--- src/rtl/pin_bank_pkg.sv ---
// pin_bank_pkg
// Shared definitions for the pin bank arbiter:
//   - register select encodings (LAT / TRIS / IOCMASK / IOCFLAG)
//   - arbiter FSM state enum
//   - default bank width
//   - round-robin tie-break helper
package pin_bank_pkg;

    localparam int DEFAULT_WIDTH = 13;

    localparam logic [1:0] SEL_LAT     = 2'd0;
    localparam logic [1:0] SEL_TRIS    = 2'd1;
    localparam logic [1:0] SEL_IOCMASK = 2'd2;
    localparam logic [1:0] SEL_IOCFLAG = 2'd3;

    typedef enum logic [1:0] {
        IDLE = 2'd0,
        CPU  = 2'd1,
        DBG  = 2'd2
    } state_t;

    // CPU wins when it is eligible and either debug is not competing or
    // debug was not the loser of the previous grant (CPU did not win last).
    function automatic logic pick_cpu(input logic cpu_ok,
                                      input logic dbg_ok,
                                      input logic last_was_cpu);
        return cpu_ok & (~dbg_ok | ~last_was_cpu);
    endfunction

endpackage

--- src/rtl/pin_sync.sv ---
// pin_sync
// WIDTH-wide two-flop synchronizer for asynchronous pad inputs.
// Ports:
//   i_clock  - sampling clock
//   i_reset  - synchronous active-high reset, clears both stages
//   i_d      - asynchronous pad data
//   o_q      - synchronized data (second stage)
module pin_sync #(
    parameter int WIDTH = 13
) (
    input  logic             i_clock,
    input  logic             i_reset,
    input  logic [WIDTH-1:0] i_d,
    output logic [WIDTH-1:0] o_q
);

    logic [WIDTH-1:0] r_stage1;
    logic [WIDTH-1:0] r_stage2;

    always_ff @(posedge i_clock) begin
        if (i_reset) begin
            r_stage1 <= '0;
            r_stage2 <= '0;
        end else begin
            r_stage1 <= i_d;
            r_stage2 <= r_stage1;
        end
    end

    assign o_q = r_stage2;

endmodule

--- src/rtl/pin_bank_arbiter.sv ---
// pin_bank_arbiter
// Arbitrates CPU and debug access to a bank of WIDTH GPIO pins and holds the
// pin control registers (LAT, TRIS and, optionally, IOCMASK / IOCFLAG).
// Optional feature macro: PIN_BANK_IOC_EN enables interrupt-on-change
// (IOCMASK, IOCFLAG, ioc_irq). Without it sel 2/3 read 0, writes to them
// are granted but dropped, and ioc_irq is 0.
// Ports:
//   clock, reset                 - clock, synchronous active-high reset
//   cpu_req/we/sel/wdata         - CPU access request (held until cpu_gnt)
//   dbg_req/we/sel/wdata         - debug access request (held until dbg_gnt)
//   cpu_gnt, dbg_gnt             - one-cycle grant pulses
//   rdata                        - read data, valid in a read grant cycle
//   dbg_lock                     - blocks CPU grants while sampled high
//   pins_in / pins_out / pins_en - pad input, pad output data, output enable
//   ioc_irq                      - interrupt-on-change request
module pin_bank_arbiter
    import pin_bank_pkg::*;
#(
    parameter int WIDTH = DEFAULT_WIDTH
) (
    input  logic             clock,
    input  logic             reset,
    input  logic             cpu_req,
    input  logic             cpu_we,
    input  logic [1:0]       cpu_sel,
    input  logic [WIDTH-1:0] cpu_wdata,
    input  logic             dbg_req,
    input  logic             dbg_we,
    input  logic [1:0]       dbg_sel,
    input  logic [WIDTH-1:0] dbg_wdata,
    output logic             cpu_gnt,
    output logic             dbg_gnt,
    output logic [WIDTH-1:0] rdata,
    input  logic             dbg_lock,
    input  logic [WIDTH-1:0] pins_in,
    output logic [WIDTH-1:0] pins_out,
    output logic [WIDTH-1:0] pins_en,
    output logic             ioc_irq
);

    state_t           r_state;
    logic             r_cpu_gnt;
    logic             r_dbg_gnt;
    logic             r_last_cpu;
    logic             r_we;
    logic [1:0]       r_sel;
    logic [WIDTH-1:0] r_wdata;
    logic [WIDTH-1:0] r_lat;
    logic [WIDTH-1:0] r_tris;

    logic [WIDTH-1:0] w_port;
    logic [WIDTH-1:0] w_mask;
    logic [WIDTH-1:0] w_flag;
    logic             w_cpu_ok;
    logic             w_dbg_ok;
    logic             w_cpu_wins;
    logic             w_grant_active;
    logic             w_write;
    logic [WIDTH-1:0] w_rdata;

    pin_sync #(
        .WIDTH (WIDTH)
    ) u_sync (
        .i_clock (clock),
        .i_reset (reset),
        .i_d     (pins_in),
        .o_q     (w_port)
    );

    assign w_cpu_ok   = cpu_req & ~dbg_lock;
    assign w_dbg_ok   = dbg_req;
    assign w_cpu_wins = pick_cpu(w_cpu_ok, w_dbg_ok, r_last_cpu);

    // Requests are only looked at in IDLE; the granted master's command is
    // captured so the grant cycle does not depend on the requester's inputs.
    always_ff @(posedge clock) begin
        if (reset) begin
            r_state    <= IDLE;
            r_cpu_gnt  <= 1'b0;
            r_dbg_gnt  <= 1'b0;
            r_last_cpu <= 1'b0;
            r_we       <= 1'b0;
            r_sel      <= SEL_LAT;
            r_wdata    <= '0;
        end else begin
            case (r_state)
                IDLE: begin
                    if (w_cpu_wins) begin
                        r_state    <= CPU;
                        r_cpu_gnt  <= 1'b1;
                        r_last_cpu <= 1'b1;
                        r_we       <= cpu_we;
                        r_sel      <= cpu_sel;
                        r_wdata    <= cpu_wdata;
                    end else if (w_dbg_ok) begin
                        r_state    <= DBG;
                        r_dbg_gnt  <= 1'b1;
                        r_last_cpu <= 1'b0;
                        r_we       <= dbg_we;
                        r_sel      <= dbg_sel;
                        r_wdata    <= dbg_wdata;
                    end
                end
                CPU, DBG: begin
                    r_state   <= IDLE;
                    r_cpu_gnt <= 1'b0;
                    r_dbg_gnt <= 1'b0;
                end
                default: begin
                    r_state   <= IDLE;
                    r_cpu_gnt <= 1'b0;
                    r_dbg_gnt <= 1'b0;
                end
            endcase
        end
    end

    assign w_grant_active = (r_state != IDLE);
    assign w_write        = w_grant_active & r_we;

    // Writes land on the edge that ends the grant cycle; a reset on that
    // same edge takes priority, so the write is lost.
    always_ff @(posedge clock) begin
        if (reset) begin
            r_lat  <= '0;
            r_tris <= '1;
        end else if (w_write) begin
            if (r_sel == SEL_LAT)  r_lat  <= r_wdata;
            if (r_sel == SEL_TRIS) r_tris <= r_wdata;
        end
    end

`ifdef PIN_BANK_IOC_EN
    logic [WIDTH-1:0] r_mask;
    logic [WIDTH-1:0] r_flag;
    logic [WIDTH-1:0] r_prev;
    logic             r_irq;
    logic [WIDTH-1:0] w_ioc_set;
    logic [WIDTH-1:0] w_ioc_clr;

    // r_prev and the synchronizer both reset to 0, so no edge is seen on
    // the first cycle after reset regardless of the pad level.
    assign w_ioc_set = (w_port ^ r_prev) & r_tris & r_mask;
    assign w_ioc_clr = (w_write && (r_sel == SEL_IOCFLAG)) ? r_wdata : '0;

    always_ff @(posedge clock) begin
        if (reset) begin
            r_mask <= '0;
            r_flag <= '0;
            r_prev <= '0;
            r_irq  <= 1'b0;
        end else begin
            r_prev <= w_port;
            if (w_write && (r_sel == SEL_IOCMASK)) r_mask <= r_wdata;
            // Set is OR-ed after the clear so a coincident set survives.
            r_flag <= (r_flag & ~w_ioc_clr) | w_ioc_set;
            r_irq  <= |r_flag;
        end
    end

    assign w_mask  = r_mask;
    assign w_flag  = r_flag;
    assign ioc_irq = r_irq;
`else
    assign w_mask  = '0;
    assign w_flag  = '0;
    assign ioc_irq = 1'b0;
`endif

    always_comb begin
        w_rdata = '0;
        if (w_grant_active && !r_we) begin
            case (r_sel)
                SEL_LAT:     w_rdata = w_port;
                SEL_TRIS:    w_rdata = r_tris;
                SEL_IOCMASK: w_rdata = w_mask;
                SEL_IOCFLAG: w_rdata = w_flag;
                default:     w_rdata = '0;
            endcase
        end
    end

    assign cpu_gnt  = r_cpu_gnt;
    assign dbg_gnt  = r_dbg_gnt;
    assign rdata    = w_rdata;
    assign pins_out = r_lat;
    assign pins_en  = ~r_tris;

endmodule

--- config.mk ---
export PLATFORM = sky130hd
export DESIGN_NAME = pin_bank_arbiter
export DESIGN_NICKNAME = d
export VERILOG_FILES = /design/src/rtl/pin_bank_pkg.sv /design/src/rtl/pin_sync.sv /design/src/rtl/pin_bank_arbiter.sv
export SDC_FILE = /design/constraint.sdc
export NUM_CORES = 1
export LEC_CHECK = 0
export BUFFER_PORTS_ARGS = -buffer_cell sky130_fd_sc_hd__buf_2
export CORE_ASPECT_RATIO = 0.75
export CORE_MARGIN = 2
export CORE_UTILIZATION = 32
export DETAILED_ROUTE_END_ITERATION = 8
export SETUP_SLACK_MARGIN = 0.2
export SLEW_MARGIN = 25
export SYNTH_ARGS = -nofsm -noshare
export SYNTH_HDL_FRONTEND = slang
export SYNTH_HIERARCHICAL = 1
export SYNTH_SLANG_ARGS = --single-unit
--- constraint.sdc ---
create_clock -name clock -period 2.6 [get_ports clock]
set_clock_uncertainty 0.05 [all_clocks]
set_input_delay 0 -clock clock [delete_from_list [all_inputs] [get_ports clock]]
set_output_delay 0 -clock clock [all_outputs]
set_load 0.02 [all_outputs]
Word-level counts from Yosys, hierarchy flattened:

Index checks and enable logic that the tools add are counted.

* equal/unequal tests: 3
* reductions and logical operators: 13
* mux-type cells: 12
* bitwise operators: 10

Operators by type and width (count)
* two-way mux 13 bit: 3
* case mux 13 bit (3 select lines): 1
* NOT 13 bit: 1
* AND reduction 2 bit: 4
* two-way mux 1 bit: 6
* NOT 1 bit: 5
* equality test 2 bit (second input constant): 2
* zero test 2 bit: 2
* two-way mux 2 bit: 2
* nonzero test 2 bit: 2
* OR reduction 2 bit: 2
* AND 1 bit: 3
* OR reduction 3 bit: 1
* equality test 2 x 1 -> 1 bit (second input constant): 1
* logical AND 1 bit: 1
* zero test 1 bit: 1
* bitwise OR 1 bit: 1

* register bits after elaboration: 73
* logic and storage cells: 50
* output and inout port bits: 42
* input bits: 50

Depth between registers and ports, before layout:

Gate-level depths: netlist of run 1.

* word-level depth: 5
* gate-level depth with buffers: 6
* mapped depth without buffers: 4

Hierarchy:

Netlist of run 1, hierarchy kept.

Modules (own cells, without submodules)
* pin_bank_arbiter: seq. area each 940.9 um^2, cells an instance 271, instances 1, area an instance 2123.3 um^2
* pin_sync: seq. area each 520.5 um^2, cells an instance 54, instances 1, area an instance 700.7 um^2

Worst setup path after synthesis of run 1:

OpenSTA, ideal clock, no wires.

* path kind: reg-to-reg
* from: reg r_sel[0]
* to: reg r_lat[10], in the netlist pins_out[10]
* buffers on the path: 2
* stages on the path, launching flop included: 6
* period minus slack after synthesis: 1.383 ns
* data required time: 2.418 ns
* arrival time: 1.200 ns
* setup slack: 1.217 ns
* setup time: 0.132 ns
* path through: dfxtp_1 > buf_6 > or4b_4 > buf_6 > nand2_1 > a21oi_1

* longest elaborated chain between the ends: 2

Ends and longest elaborated chain
* start: declaration: RTL line pin_bank_arbiter.sv:46 `logic [1:0] r_sel;`
* start signal: assignment: RTL line pin_bank_arbiter.sv:93 `r_sel <= cpu_sel;`
* start signal: assignment: RTL line pin_bank_arbiter.sv:100 `r_sel <= dbg_sel;`
* zero test 2 bit: RTL line pin_bank_arbiter.sv:128 `if (r_sel == SEL_LAT) r_lat <= r_wdata;`
* AND reduction 2 bit (no source line)
* end signal: assignment: RTL line pin_bank_arbiter.sv:128
* end: declaration: RTL line pin_bank_arbiter.sv:48 `logic [WIDTH-1:0] r_lat;`

No other way between the ends.
A chain may end at the register's enable or synchronous reset.

Final worst setup path of run 1:

* from: in dbg_req
* to: reg r_wdata[1]

* longest elaborated chain between the ends: 5
* elaborated cells on any way between the ends: 6
* those cells by class: mux (1); bitwise (3); reduce/logical (2)

Ends and longest elaborated chain
* start: declaration: RTL line pin_bank_arbiter.sv:27 `input logic dbg_req,`
* NOT 1 bit: RTL line pin_bank_pkg.sv:27 `return cpu_ok & (~dbg_ok | ~last_was_cpu);`
* bitwise OR 1 bit: RTL line pin_bank_pkg.sv:27
* AND 1 bit: RTL line pin_bank_pkg.sv:27
* nonzero test 2 bit (no source line)
* AND reduction 2 bit (no source line)
* end signal: assignment: RTL line pin_bank_arbiter.sv:94 `r_wdata <= cpu_wdata;`
* end signal: assignment: RTL line pin_bank_arbiter.sv:101 `r_wdata <= dbg_wdata;`
* end: declaration: RTL line pin_bank_arbiter.sv:47 `logic [WIDTH-1:0] r_wdata;`

Parallel ways exist; a longest one is shown, timed or not.

==> impl_metrics.py, run 1 <==
metrics = {
    "place": {
        "dpl_worst_slack_ns": 0.9127,
        "io_buffer_count": 90,
        "place.detailed.instances": 503,
        "dp_hpwl_mm": 4.934,
        "gp_routability_congestion": 0.7848,
    },
    "clock_tree": {
        "clk_path_buf_depth": 2,
        "cell_at_the_root_of_the_clock_tree": "clkbuf_16",
        "cts_htree_levels": 3,
        "post_cts_buffers": 0,
        "skew_pair_late_insertion_delay_ns": 0.33,
        "cts.clk_slew.worst_paths_ns": 0.06,
        "tritoncts_num_sinks": 73,
        "numCtsBuffers": 9,
        "clock_tree_from_tritoncts": "built",
    },
    "power_and_ir_drop": {
        "worst_ir_drop_vdd_mv": 0.4245,
        "power.density_nw_per_um2": 720.5,
        "leakage_nw": 1.919,
    },
    "yosys": {
        "synthesis.area_per_instance_um2": 8.689,
        "synth_xor_xnor_area_share": 0,
        "syn-cell-area_um2": 2824,
        "synth_top_area_frac": 0.5175,
        "yosys.area_share.simple": 0.2579,
        "synth-seq-area-share": 0.5175,
        "area_fraction_in_compound_gates_after_synthesis": 0.1077,
        "yosys.area_share.adder": 0,
        "combinational_family_with_the_most_area_after_synthesis": "simple AND/OR/NAND/NOR gates",
        "ys.warnings.count": 6,
        "synth_largest_area_cell": "dfxtp_1",
        "synthMuxAreaShare": 0.04608,
        "synth.ff_latch_count": 73,
        "postSynthNetCount": 375,
        "number_of_distinct_standard_cells_referenced_by_the_synthesized_netlist": 24,
        "netlist_instances": 325,
        "synth.area.top_cells": "dfxtp_1 (52%), nor2_1 (6.1%), nand2_1 (5.8%)",
    },
    "die": {
        "die-width_um": 112.5,
        "floorplan.core_area_um2": 8527,
        "die_height_um": 85.36,
        "floorplan.initialDensity": 0.3312,
        "floorplan.rows": 29,
        "top_level_ports": 92,
        "die_area_um2": 9600,
    },
    "routing": {
        "drtAntennaViolNets": 0,
        "post-route-drc-count": 0,
        "vias": 2598,
        "vias_per_cell": 4.598,
        "drtPass1Iterations": 4,
        "drt_iter0_markers": 131,
        "drt-wirelength-per-cell_um": 12.69,
        "drt_wl_total_mm": 7.169,
    },
    "worst_setup_path": {
        "r2r.worst_path.cells": 5,
        "timing.critical_path.fanout_max": 20,
        "worst_r2r_end": "r_sel[1]",
        "end_kind": "flop",
        "critPathRequiredTime_ns": 2.82,
        "crit_path_start_kind": "primary input",
        "critPathKind": "in -> reg",
        "setup.reg_to_reg.worst_slack_ns": 0.55,
        "arrival_ns": 2.28,
        "worstReg2RegStart": "r_state[1]",
    },
    "sta": {
        "post-route-period-util": 0.7934,
        "final.min_clock_period_ns": 2.063,
        "fin_ws_ns": 0.5372,
        "rsz0062_at_grt": "false",
        "finalSetupTns_ns": 0,
        "max_freq_ghz": 0.4848,
        "tightest_slew_ns": 0.6996,
        "setup_viol": 0,
        "finalHoldViolations": 0,
        "final_max_slew_viol_count": 0,
        "worst_slew_margin": 0.5316,
    },
    "grt": {
        "first_global_vias": 2593,
        "number_of_antenna_violations_at_the_first_check_in_global_routing": 0,
        "grt_start_max_net_pins": 36,
        "global_route.overflow_total": 0,
        "grt.total_usage": 0.1559,
        "grt_pass1_wl_mm": 11.92,
    },
    "outcome": {
        "run_status": "complete, no violations",
    },
    "run": {
        "drv_cap": 0,
    },
    "hold_path": {
        "worst_hold_startpoint": "reset",
        "holdPathStages": 2,
        "min_delay_worst_endpoint": "u_sync/r_stage1[1]",
        "hold_path_class": "in -> reg",
    },
    "final_layout": {
        "layout-drive-gt1-share": 0.2560,
        "utilization": 0.4832,
        "flow.area_growth_from_synthesis_pct": 45.90,
        "final_net_count": 502,
        "final-instance-count-excl-fill": 565,
        "n_antenna_cell": 0,
    },
}
[how the worst max path moves through the flow]
stage	from	end	slack (ns)	cells past startpoint
after CTS	dbg_req	r_wdata[2]	0.36	7
after global placement	r_last_cpu	r_sel[0]	0.99	4
after global routing	dbg_req	r_sel[1]	0.36	7
final	dbg_req	r_wdata[1]	0.54	7
after detailed placement	r_last_cpu	r_wdata[2]	0.91	4
after floorplan	r_sel[0]	pins_out[10]	1.22	5
[metrics by stage]
step           hold slack (ns)  cell area [um^2]  power (W)
3_5_place_dp            0.1655              3303   0.001501
4_1_cts                0.08934              4118   0.002995
2_1_floorplan          0.02161              2824   0.001415
5_1_grt                 0.1311              4120   0.003083
6_report               0.08843              4120   0.002969
3_3_place_gp            0.1578              3303   0.001495
[synthesized netlist by cell type, drive strengths merged]
cell and instances:
dfxtp 73, nor2 47, nand2 45, a21oi 28, nor2b 25, buf 18
a311oi 16, nand3 16, inv 14, mux2i 13, nor3 13, clkbuf 7
and2b 2, or3 2, conb 1, nand4bb 1, nor4b 1, o21a 1
o32ai 1, or4b 1
[worst max-delay path, cell delays in order]
cell,delay [ns]
dlygate4sd3_1,0.51
buf_2,0.16
nand2_2,0.23
nand2_2,0.39
nand2_1,0.10
a311oi_1,0.30
dlygate4sd3_1,0.59
[cell families after synthesis]
family          count (synthesis)
simple gates                  153
other cells                     1
mux                            13
compound gates                 46
buf+inv                        39
flops                          73
[cells in the final DEF, fill, tap and decap left out, types with 2 or more instances in the layout]
cell type	count
and2b_1	2
nand2_2	2
dlygate4sd3_1	46
bufinv_16	3
buf_4	5
nand2_1	43
clkbuf_16	9
or3_1	2
buf_2	90
clkinv_4	2
a311oi_1	16
inv_1	14
nor2_1	46
nor2b_1	25
mux2i_1	13
a21oi_1	28
nand3_1	16
dfxtp_1	73
nor3_1	13
[sequential cells by signal, indices dropped and copies added, names as in the netlist, 2 cells and up]
signal,flops
r_tris,13
pins_out,13
u_sync/o_q,13
r_wdata,13
u_sync/r_stage1,13
r_sel,2
r_state,2
[power breakdown]
| part | switching (W) | internal, W | total (W) |
|---|---|---|---|
| clock | 0.000455 | 0.000965 | 0.00142 |
| sequential | 0.0000364 | 0.00117 | 0.00121 |
| combinational | 0.000167 | 0.000170 | 0.000337 |
| total | 0.000659 | 0.00231 | 0.00297 |
[cell type report]
| class | count | area (um^2) |
|---|---|---|
| clock buffers | 10 | 239.0 |
| flip-flops and latches | 73 | 1461 |
| inverters | 14 | 52.55 |
| well taps | 108 | 135.1 |
| repair buffers | 141 | 948.4 |
| fillers | 823 | 4407 |
| clock inverters | 6 | 115.1 |
| multi-input cells | 213 | 1169 |
[metal layers]
metal	GRT usage	wire (um)	vias to the layer above
li1	-	-	1327
met1	0.1916	3232	1187
met2	0.2601	3429	71
met3	0.04000	359	13
met4	0.06874	146	0
met5	0	0	-
[what timing repair did]
action / CTS / global route
endpoints found under the setup margin: 0 / 15
hold buffers: 46 / 0
endpoints found under the hold margin: 31 / 0
resized for setup: 0 / 1
Note: power is estimated with default switching activity, not from simulation.
==> inputs of run 2 (changes only) <==
- ABC_AREA: not set -> 1
- clock period: 2.6 -> 2.1 ns (I/O delays scaled with it)
==> run 2 against run 1 <==
Effect of this change:
- synthesized cell count increased by 38%
- first-iteration DRC count decreased by 21%
- highest routed layer unchanged
- clock-buffer cell count increased by 1
- routed wire length increased by 7.9%
- final cell count increased by 27%
- critical path type is now reg -> out
- clock power decreased by 3%
==> impl_metrics.py, run 2 <==
metrics = {
    "yosys": {
        "postSynth.asyncResetShare": 0,
        "postSynthNetCount": 500,
        "synth_ff_type": "dfxtp_1",
        "synth-seq-area-share": 0.4733,
        "synth_top_cells_by_count": "nand2_1 (135), inv_1 (76), nor2_1 (75), dfxtp_1 (73), a21oi_1 (28)",
        "synth_top_area_frac": 0.4733,
        "synth.ff_latch_count": 73,
        "synth-edff-count": 0,
        "synth.area.top_cells": "dfxtp_1 (47%), nand2_1 (16%), inv_1 (9.2%)",
        "ys.warnings.count": 6,
        "yosysMostFrequentCell": "nand2_1",
        "synthesis.area_per_instance_um2": 6.862,
        "netlist_instances": 450,
        "syn-cell-area_um2": 3088,
        "synth_largest_area_cell": "dfxtp_1",
        "number_of_distinct_standard_cells_referenced_by_the_synthesized_netlist": 20,
    },
    "die": {
        "top_level_ports": 92,
        "floorplan.initialDensity": 0.3250,
        "floorplan.core_area_um2": 9503,
        "die-width_um": 117.4,
        "floorplan.rows": 31,
        "die_height_um": 89.08,
        "die_area_um2": 10460,
    },
    "grt": {
        "grt_pass1_wl_mm": 12.78,
        "number_of_antenna_violations_at_the_first_check_in_global_routing": 0,
        "first_global_vias": 2869,
        "global_route.overflow_total": 0,
        "grt.total_usage": 0.1553,
        "grt_start_max_net_pins": 40,
    },
    "worst_setup_path": {
        "end_kind": "output port",
        "setup.reg_to_reg.worst_slack_ns": 0.62,
        "crit_path_cell_trace": "nor2_4, buf_4, nand2_1, a21oi_1, buf_2",
        "crit_path_start_kind": "flop",
        "timing.critical_path.fanout_max": 14,
        "critPathRequiredTime_ns": 2.05,
        "crit_path_max_incr_delay_ns": 0.36,
        "critPathKind": "reg -> out",
        "arrival_ns": 1.71,
        "critical_path.slowest_cell": "dfxtp_1",
    },
    "routing": {
        "post-route-drc-count": 0,
        "drtAntennaViolNets": 0,
        "vias_per_cell": 4.194,
        "dr.max_layer_used": "met4",
        "drt-wirelength-per-cell_um": 10.80,
        "drtPass1Iterations": 4,
        "detailroute.wirelength.met2_mm": 3.504,
        "drt_wl_total_mm": 7.732,
        "dr_wl_met3_um": 530,
        "drt_iter0_markers": 103,
        "vias": 3003,
        "wirelength_met1_mm": 3.511,
    },
    "final_layout": {
        "final_common_cell": "nand2_1",
        "final_area_um2": 4309,
        "flow.area_growth_from_synthesis_pct": 39.55,
        "layout-drive-gt1-share": 0.2072,
        "multi_input_gate_area_in_the_final_layout_um2": 1185,
        "final_net_count": 629,
        "fillCellCount": 975,
        "n_antenna_cell": 0,
        "layout_common_cells": "nand2_1 (135), buf_2 (90), inv_1 (76), nor2_1 (75), dfxtp_1 (73)",
        "layout.area.seq_um2": 1461,
    },
    "sta": {
        "rsz0062_at_grt": "false",
        "final_max_slew_viol_count": 0,
        "max_freq_ghz": 0.5678,
        "finalHoldViolations": 0,
        "hold_ws_ns": 0.03143,
        "final.min_clock_period_ns": 1.761,
        "setup_viol": 0,
        "finalSetupTns_ns": 0,
        "tightest_slew_ns": 0.6322,
        "post-route-period-util": 0.8386,
        "worst_slew_margin": 0.5781,
    },
    "outcome": {
        "run_status": "complete, no violations",
    },
    "hold_path": {
        "hold_path_class": "in -> reg",
    },
    "clock_tree": {
        "skew_pair_late_insertion_delay_ns": 0.33,
        "cts.clk_slew.worst_paths_ns": 0.05,
        "post_cts_buffers": 0,
        "clock_tree_from_tritoncts": "built",
        "cts_htree_levels": 3,
        "tritoncts_num_sinks": 73,
        "clk_path_buf_depth": 2,
        "resize_count_post_cts": 0,
        "cell_at_the_root_of_the_clock_tree": "clkbuf_16",
        "numCtsBuffers": 9,
    },
    "power_and_ir_drop": {
        "power.density_nw_per_um2": 775.5,
        "leakage_nw": 2.350,
        "power.total_w": 0.003342,
        "worst_ir_drop_vdd_mv": 0.3703,
    },
    "place": {
        "io_buffer_count": 90,
        "postPlaceCellArea_um2": 3585,
        "dp_hpwl_mm": 5.309,
        "gp_routability_congestion": 0.8207,
    },
    "run": {
        "drv_cap": 0,
    },
}
run 2: cell type report:
type | count | area share
Clock buffer | 11 | 0.05633
Clock inverter | 5 | 0.007259
Inverter | 78 | 0.06794
Multi-Input combinational cell | 278 | 0.2750
Sequential cell | 73 | 0.3391
Tap cell | 132 | 0.03833
Timing Repair Buffer | 139 | 0.2160
run 2: timing repair:
action                                  CTS  global route
hold endpoints to repair                 31             0
hold buffers                             45             0
endpoints found under the setup margin    0             1
run 2: cell families after synthesis:
logic type,after synthesis,share of synthesized area
simple gates,247,0.3302
buf+inv,99,0.1430
flops,73,0.4733
compound gates,30,0.05227
other cells,1,0.001214
run 2: worst paths after layout:
path	cells after the start	from	to
worst min-delay path	5	cpu_wdata[10]	r_wdata[10]
worst max register to register	6	r_last_cpu	r_wdata[8]
worst max-delay path	5	r_sel[1]	rdata[10]
worst min register to register	2	u_sync/r_stage1[1]	u_sync/o_q[1]
run 2: layer usage:
layer  vias up  GRT usage
met2        76     0.2706
li1       1580          -
met4         0    0.06791
met1      1330     0.1783
met3        17    0.05230
met5         -          0
run 2: where the power goes:
part / internal, W / switching (W)
Clock: 0.000827 / 0.000558
Combinational: 0.000191 / 0.000266
Sequential: 0.00145 / 0.0000458
run 2: critical path, delay by kind of cell (launching register included):
kind,cells,cell delay [ns]
AO/OA/AOI/OAI,1,0.18
buffers and inverters,2,0.48
flip-flops,1,0.36
AND/OR/NAND/NOR,2,0.37
run 2: through the flow:
step / worst slack (ns) / instances / utilization
2_1_floorplan: 0.9124 / 450 / -
3_3_place_gp: 0.6695 / 655 / 0.3772
3_5_place_dp: 0.6312 / 655 / 0.3772
4_1_cts: 0.2945 / 716 / 0.4535
5_1_grt: 0.2072 / 716 / 0.4535
6_report: 0.3389 / 716 / 0.4535
